`src/rtl/branch_pred_pkg.sv`:
```
// branch_pred_pkg: 2-bit saturating counter encodings and step function shared by the predictor.
package branch_pred_pkg;
    localparam int CTR_W = 2;
    typedef enum logic [CTR_W-1:0] {SNT = 2'b00, WNT = 2'b01, WT = 2'b10, ST = 2'b11} ctr_e;
    function automatic ctr_e sat_step(ctr_e cnt, logic taken);
        return taken ? (cnt == ST ? ST : ctr_e'(cnt + 2'd1)) : (cnt == SNT ? SNT : ctr_e'(cnt - 2'd1));
    endfunction
endpackage

```
`src/rtl/bht_table.sv`:
```
// bht_table: direct-mapped BHT/BTB with async clear, a combinational lookup port and a training write port.
module bht_table import branch_pred_pkg::*; #(
    parameter int ADDR_WIDTH = 32,
    parameter int INDEX_BITS = 4,
    parameter int TAG_BITS   = ADDR_WIDTH - INDEX_BITS - 2
) (
    input  logic                  clk,
    input  logic                  rst,
    input  logic [INDEX_BITS-1:0] rd_idx_i,
    input  logic [TAG_BITS-1:0]   rd_tag_i,
    output logic                  rd_hit_o,
    output logic                  rd_taken_o,
    output logic [ADDR_WIDTH-1:0] rd_target_o,
    input  logic                  wr_en_i,
    input  logic [INDEX_BITS-1:0] wr_idx_i,
    input  logic [TAG_BITS-1:0]   wr_tag_i,
    input  logic                  wr_taken_i,
    input  logic [ADDR_WIDTH-1:0] wr_target_i
);
    localparam int ENTRIES = 1 << INDEX_BITS;
    logic                  valid_q  [ENTRIES];
    logic [TAG_BITS-1:0]   tag_q    [ENTRIES];
    logic [ADDR_WIDTH-1:0] target_q [ENTRIES];
    ctr_e                  ctr_q    [ENTRIES];
    logic                  wr_hit;
    ctr_e                  ctr_d;
    assign rd_hit_o    = valid_q[rd_idx_i] && tag_q[rd_idx_i] == rd_tag_i;
    assign rd_taken_o  = ctr_q[rd_idx_i][1];
    assign rd_target_o = target_q[rd_idx_i];
    assign wr_hit      = valid_q[wr_idx_i] && tag_q[wr_idx_i] == wr_tag_i;
    // A miss only allocates when taken, and always starts weakly taken.
    assign ctr_d       = wr_hit ? sat_step(ctr_q[wr_idx_i], wr_taken_i) : WT;
    always_ff @(posedge clk or posedge rst) begin
        if (rst) begin
            for (int i = 0; i < ENTRIES; i++) begin
                valid_q[i]  <= 1'b0;
                tag_q[i]    <= '0;
                target_q[i] <= '0;
                ctr_q[i]    <= WNT;
            end
        end else if (wr_en_i && (wr_hit || wr_taken_i)) begin
            valid_q[wr_idx_i] <= 1'b1;
            tag_q[wr_idx_i]   <= wr_tag_i;
            ctr_q[wr_idx_i]   <= ctr_d;
            if (wr_taken_i) target_q[wr_idx_i] <= wr_target_i;
        end
    end
endmodule

```
`src/rtl/branch_predictor_bht.sv`:
```
// branch_predictor_bht: IF-stage dynamic prediction, EX-stage training, mispredict redirect/flush and stats.
module branch_predictor_bht import branch_pred_pkg::*; #(
    parameter int ADDR_WIDTH = 32,
    parameter int INDEX_BITS = 4,
    parameter int CNT_WIDTH  = 32
) (
    input  logic                  clk,
    input  logic                  rst,
    input  logic [ADDR_WIDTH-1:0] if_pc,
    output logic                  pred_taken,
    output logic [ADDR_WIDTH-1:0] pred_target,
    input  logic                  ex_valid,
    input  logic                  ex_is_branch,
    input  logic [ADDR_WIDTH-1:0] ex_pc,
    input  logic                  ex_taken,
    input  logic [ADDR_WIDTH-1:0] ex_target,
    input  logic                  ex_pred_taken,
    input  logic [ADDR_WIDTH-1:0] ex_pred_target,
    output logic                  mispredict,
    output logic [ADDR_WIDTH-1:0] redirect_pc,
    output logic                  IF_flush,
    output logic                  ID_flush,
    output logic [CNT_WIDTH-1:0]  branch_count,
    output logic [CNT_WIDTH-1:0]  mispred_count
);
    localparam int TAG_BITS = ADDR_WIDTH - INDEX_BITS - 2;
    logic                  rd_hit, rd_taken, resolve;
    logic [ADDR_WIDTH-1:0] rd_target;
    logic [CNT_WIDTH-1:0]  branch_count_q, branch_count_d, mispred_count_q, mispred_count_d;
    bht_table #(.ADDR_WIDTH(ADDR_WIDTH), .INDEX_BITS(INDEX_BITS), .TAG_BITS(TAG_BITS)) u_table (
        .clk         (clk),
        .rst         (rst),
        .rd_idx_i    (if_pc[INDEX_BITS+1:2]),
        .rd_tag_i    (if_pc[ADDR_WIDTH-1:INDEX_BITS+2]),
        .rd_hit_o    (rd_hit),
        .rd_taken_o  (rd_taken),
        .rd_target_o (rd_target),
        .wr_en_i     (resolve),
        .wr_idx_i    (ex_pc[INDEX_BITS+1:2]),
        .wr_tag_i    (ex_pc[ADDR_WIDTH-1:INDEX_BITS+2]),
        .wr_taken_i  (ex_taken),
        .wr_target_i (ex_target)
    );
    assign pred_taken  = rd_hit && rd_taken;
    assign pred_target = pred_taken ? rd_target : if_pc + ADDR_WIDTH'(4);
    // Gating with rst keeps redirects quiet while reset holds, whatever EX still shows.
    assign resolve     = ex_valid && ex_is_branch && !rst;
    assign mispredict  = resolve && ((ex_taken != ex_pred_taken) ||
                         (ex_taken && ex_pred_taken && ex_target != ex_pred_target));
    assign redirect_pc = ex_taken ? ex_target : ex_pc + ADDR_WIDTH'(4);
    assign IF_flush    = mispredict;
    assign ID_flush    = mispredict;
    assign branch_count_d  = branch_count_q + CNT_WIDTH'(resolve && !(&branch_count_q));
    assign mispred_count_d = mispred_count_q + CNT_WIDTH'(mispredict && !(&mispred_count_q));
    always_ff @(posedge clk or posedge rst) begin
        if (rst) begin
            branch_count_q  <= '0;
            mispred_count_q <= '0;
        end else begin
            branch_count_q  <= branch_count_d;
            mispred_count_q <= mispred_count_d;
        end
    end
    assign branch_count  = branch_count_q;
    assign mispred_count = mispred_count_q;
endmodule

```
`config.mk`:
```
export PLATFORM = sky130hd
export DESIGN_NAME = branch_predictor_bht
export DESIGN_NICKNAME = d
export VERILOG_FILES = /design/src/rtl/branch_pred_pkg.sv /design/src/rtl/bht_table.sv /design/src/rtl/branch_predictor_bht.sv
export SDC_FILE = /design/constraint.sdc
export NUM_CORES = 2
export LEC_CHECK = 0
export ABC_AREA = 0
export CORE_ASPECT_RATIO = 2
export CORE_MARGIN = 3
export CORE_UTILIZATION = 55
export CTS_CLUSTER_SIZE = 30
export DETAILED_ROUTE_END_ITERATION = 8
export PLACE_DENSITY_LB_ADDON = 0.15
export SLEW_MARGIN = 10
export SYNTH_ARGS = -nofsm -noshare
export SYNTH_HDL_FRONTEND = slang
export SYNTH_SLANG_ARGS = --single-unit
```
`constraint.sdc`:
```
create_clock -name clk -period 92.5 [get_ports clk]
set_input_delay 18.5 -clock clk [delete_from_list [all_inputs] [get_ports clk]]
set_output_delay 18.5 -clock clk [all_outputs]
set_load 0.01 [all_outputs]
```
### Word-level counts from Yosys, hierarchy flattened

Cells that the tools add are included.

* bits in registers: 1040
* bits of input ports: 134
* output and inout bits: 132
* logic and storage cells: 142

* $add $sub $neg: 6
* magnitude comparators: 3
* eq/ne operators: 5
* mux-type cells: 38
* bitwise logic cells: 3
* reduce and logical (&&, ||, !) cells: 21

Operator list (number)
* $bwmux W512: 1
* $bwmux W416: 1
* $bmux W26 S4: 2
* $mux W32: 5
* $mux W26: 5
* $bmux W32 S4: 1
* $demux W32 S4: 1
* $demux W26 S4: 1
* $add A32 B1 Y32: 2
* $add A32 B3 Y32 const B: 2
* $reduce_and A32 Y1: 2
* $eq A26 B26 Y1: 2
* $bwmux W32: 1
* $ne A32 B32 Y1: 1
* $mux W2: 9
* $bmux W2 S4: 2
* $or A16 B16 Y16: 1
* $logic_and A1 B1 Y1: 12
* $ge A5 B5 Y1 const B: 2
* $not A4 Y5: 2
* $bmux W1 S4: 2
* $demux W2 S4: 1
* $lt A5 B1 Y1 const B: 1
* $mux W1: 5
* 9 further kinds: 12

### Depth between registers and ports, before layout

* word-level depth: 9
* mapped depth: 16
* gate-level depth less buffers: 15

### Modules after synthesis

A second synthesis with hierarchy kept.

* cells, all modules: 3716
* area, all modules: 53371.2 sq um

By module, submodules not included
* bht_table: instances 1, cells an instance 3117, area each 48437.7 sq um, sequential area each 24443.4 sq um
* branch_predictor_bht: instances 1, cells an instance 599, area each 4933.5 sq um, sequential area each 1601.5 sq um

### Worst setup path before layout

OpenSTA, ideal clock, no wires.

* path type: input-to-output
* start: input port rst
* end: output port IF_flush
* arrival time: 44317 ps
* required time: 74000 ps
* slack: 29683 ps
* stages on the path: 4
* buffers on the path: 1
* cells stage by stage: inv_1 -> nand3_1 -> nor2_1 -> buf_4

* word-level cells in the longest chain between the ends: 3

Ends and longest elaborated chain
* from (decl): line branch_predictor_bht.sv:8 `input logic rst,`
* $logic_not A1 Y1 (no line)
* $logic_and A1 B1 Y1: line branch_predictor_bht.sv:47 `assign resolve = ex_valid && ex_is_branch && !rst;`
* $logic_and A1 B1 Y1: line branch_predictor_bht.sv:48 `assign mispredict = resolve && ((ex_taken != ex_pred_taken) ||`
* to (decl): line branch_predictor_bht.sv:21 `output logic IF_flush,`

Every way passes these cells.

### Worst setup path in the final report

* start: input port if_pc[3]
* end: output port pred_target[0]

* word-level cells in the longest chain between the ends: 8
* elaborated cells between the ends (all ways): 17
* those cells by class: eq/ne: 1; mux: 13; bitwise: 1; reduce/logical: 2

Ends and longest elaborated chain
* from (decl): line branch_predictor_bht.sv:9 `input logic [ADDR_WIDTH-1:0] if_pc,`
* $not A4 Y5 (implied by the code) *: line bht_table.sv:27, bht_table.sv:28, bht_table.sv:29
* $bmux W26 S4: line bht_table.sv:27 `assign rd_hit_o = valid_q[rd_idx_i] && tag_q[rd_idx_i] == rd_tag_i;`
* $mux W26 (implied by the code) (2 in series): line bht_table.sv:27
* $eq A26 B26 Y1: line bht_table.sv:27
* $logic_and A1 B1 Y1: line bht_table.sv:27
* $logic_and A1 B1 Y1: line branch_predictor_bht.sv:44 `assign pred_taken = rd_hit && rd_taken;`
* $mux W32 *: line branch_predictor_bht.sv:45 `assign pred_target = pred_taken ? rd_target : if_pc + ADDR_WIDTH'(4);`
* to (decl): line branch_predictor_bht.sv:11 `output logic [ADDR_WIDTH-1:0] pred_target,`

Every way passes the cells marked *; elsewhere a longest branch is shown, timed or not. The select of a mux whose other input is x is not followed.

==> metrics.txt <==
CTS Buf Count 95; Syn Std Cell Area 53800 µm²; most frequent cell on the critical path buf_4; WP depth 12; DRC Markers 0; pin count of the biggest net entering global routing 178; die width 227.2 µm; clock tree buffer depth 3; Die Span Y 448.3 µm; count leader, synth dfrtp_1; Slowest cell on crit path buf_4; Net count, final 3961; CTS H-tree lvls 3; fin. max-slew vios 0; Detailed Route WL 164200 µm; status finished clean; Rows 161; synthesis-to-finish area growth 12.85%; crit-path leading delay family buffers and inverters; hold buffer count at CTS 0; Routed WL per cell 32.05 µm; Final min period 42.88 ns; footprint of the multi-input gates 26090 µm²; CP max stage delay 0.90 ns; vias in the first global route 36190; vias per cell 6.669; crit path buf inv count 5; total die area 101800 µm²; Root Driver clkbuf_16; slew margin rel. 18.95%; Synth area leader dfrtp_1; sequential cell area fraction in the yosys report 48.41%; first-pass GRT wire length 243000 µm; # fillers 7297; post-placement cell area 57220 µm²; RD Place Congestion 0.9583; Crit. End Element output pin; top post-synthesis cells by area dfrtp_1 48%, mux2_2 19%, mux4_2 15%; post-cts sizing count 0; hold slack 0.4812 ns; top cells by count, synth 1024 x dfrtp_1, 893 x mux2_2, 353 x mux4_2; CTS tree built; sequential cell area 26050 µm²; antenna violations before repair 9; Mapped Cells 3718; CP Launch Type input port; syn nets 3862; Worst Setup Path Type in2out; Crit Path Max Fanout 92; Final period util 46.36%; Max IR drop VDD 18.68 µV; final hold violations 0; PwrDens 18.26 nW/µm²; Overall Global Routing Usage 32.85%; crit path capture pred_target[0]; Port Buffers 265; synthesized area per cell 14.47 µm²; synth warn 0; final instance area 60720 µm²; TritonRoute pass-1 iters 5; latest clock arrival within the worst-skew pair 0.71 ns; Static Leak 27.66 nW; main flop type after synthesis dfrtp_1; Maximum Capacitance Violations 0; clk sink count 1040; Post-CTS Setup Bufs 0; r2r startpoint u_table.tag_q[23]; clock slew at reported path FFs 0.06 ns; ANT nets after route 0; area of the core 96690 µm²; Reg2Reg Setup Slack 87.00 ns; Worst Tran Pin Value 1.207 ns; crit path cell chain buf_8 > buf_4 > buf_4 > mux4_2 > mux4_2 > xor2_1 > nor4_1 > o2111ai_1 > nor4_4 > buf_4 > mux2_2 > clkdlybuf4s50_1; # setup viols final 0; Post-synth EDFFs 0; worst setup path startpoint if_pc[3]; R2R cell count 9; initial drt markers 2890; Max Clk Rate 23.32 MHz; Hold Crit Class reg2reg; detailed placement HPWL 105100 µm; RSZ-0062 raised after global routing false; IO Count 266; Yosys cell types 69; grt ovf 0; Final TNS setup 0 ns; Async SR Flop Fraction 100.0%; Final Skew 0.02588 ns; share of layout cells above drive strength 1 42.18%; post-synthesis sequential element count 1040; initial core utilization 55.64%; Critical Path RT 74.00 ns; RR Endpoint u_table.tag_q[305]; Via Count 34160; Synth top area share 47.63%; Worst Path Arrival 24.38 ns
## cell families (layout without fill, tap and decap cells)
| family | Yosys count | count (layout) | synth area share [%] |
|---|---|---|---|
| AOI/OAI and AO/OA | 209 | 209 | 2.847 |
| xor gates and xnor gates | 190 | 190 | 3.093 |
| adders and majority gates | 11 | 11 | 0.2512 |
| buffers and inverters | 394 | 574 | 3.423 |
| DFF | 1040 | 1040 | 48.41 |
| muxes | 1459 | 1459 | 38.08 |
| other | 0 | 3 | 0 |
| and+or+nand+nor | 415 | 415 | 3.893 |
## cells in the final DEF (no fill, tap or decap), types with 19 or more instances in the layout
| cell | count |
|---|---|
| mux2i_1 | 142 |
| mux2_2 | 893 |
| inv_1 | 37 |
| buf_4 | 90 |
| a21oi_1 | 20 |
| xnor2_1 | 129 |
| nor2_1 | 52 |
| mux4_2 | 353 |
| clkdlybuf4s50_1 | 257 |
| mux2_4 | 70 |
| nand2_1 | 125 |
| clkbuf_16 | 96 |
| and3_1 | 29 |
| clkinv_2 | 25 |
| xor2_1 | 61 |
| dfrtp_1 | 1024 |
| o21ai_0 | 47 |
| a22oi_1 | 28 |
| nand4_1 | 39 |
| bufinv_16 | 19 |
| nand3_1 | 59 |
## state kept, by name (all words and copies together), names as in the netlist
name and cells:
branch_count 32, u_table.target_q 512, u_table.tag_q 416, mispred_count 32
u_table.valid_q 16, u_table.ctr_q 32
## metal layers
layer / share of wire (%) / wire [µm] / track usage, % / up-vias
met5: 0.027 / 44 / 0 / -
met4: 6.4 / 10590 / 18.38 / 6
met3: 6.4 / 10550 / 5.653 / 448
met2: 49 / 81280 / 54.26 / 1352
met1: 38 / 61750 / 41.15 / 18340
li1: - / - / - / 14020
## worst min path at each step
stage,slack [ns],to,startpoint,cells past startpoint
2_1_floorplan,0.45,u_table.valid_q[0],u_table.valid_q[0],1
3_3_place_gp,0.47,u_table.ctr_q[18],u_table.ctr_q[18],1
3_5_place_dp,0.47,u_table.ctr_q[10],u_table.ctr_q[10],1
4_1_cts,0.49,u_table.ctr_q[10],u_table.ctr_q[10],1
5_1_grt,0.49,u_table.ctr_q[6],u_table.ctr_q[6],1
6_report,0.48,u_table.ctr_q[10],u_table.ctr_q[10],1
## worst reg2reg max path: cells and delay by family, from the launching register on
family                    cells  cell delay [ns]
and+or+nand+nor               3             1.59
AOI/OAI and AO/OA             2             1.59
muxes                         2             0.87
buffers and inverters         1             0.52
xor gates and xnor gates      1             0.42
DFF                           1             0.39
## layout make-up
class,instances,area share (%)
diodes,3,0.01236
clock buffers,119,4.313
clock inverters,59,1.426
inverters,38,0.2473
multi-input cells,2284,42.96
flip-flops and latches,1040,42.90
well taps,1222,2.518
repair buffers,358,5.622
## power breakdown
group	switching, mW	internal [mW]	total [mW]
Sequential	0.0250	0.491	0.516
Clock	0.185	0.256	0.441
Combinational	0.0739	0.0778	0.152
## metrics by stage
stage / setup slack (ns) / std cells / total power, mW / utilization (%)
after floorplan: 29.68 / 3718 / 0.6193 / -
after global placement: 49.73 / 4942 / 0.6703 / 59.18
after detailed placement: 49.67 / 4942 / 0.6749 / 59.18
after global routing: 49.38 / 5121 / 1.146 / 62.79
after CTS: 49.65 / 5120 / 1.115 / 62.78
final: 49.62 / 5123 / 1.109 / 62.79
(Power assumes the default switching activity.)
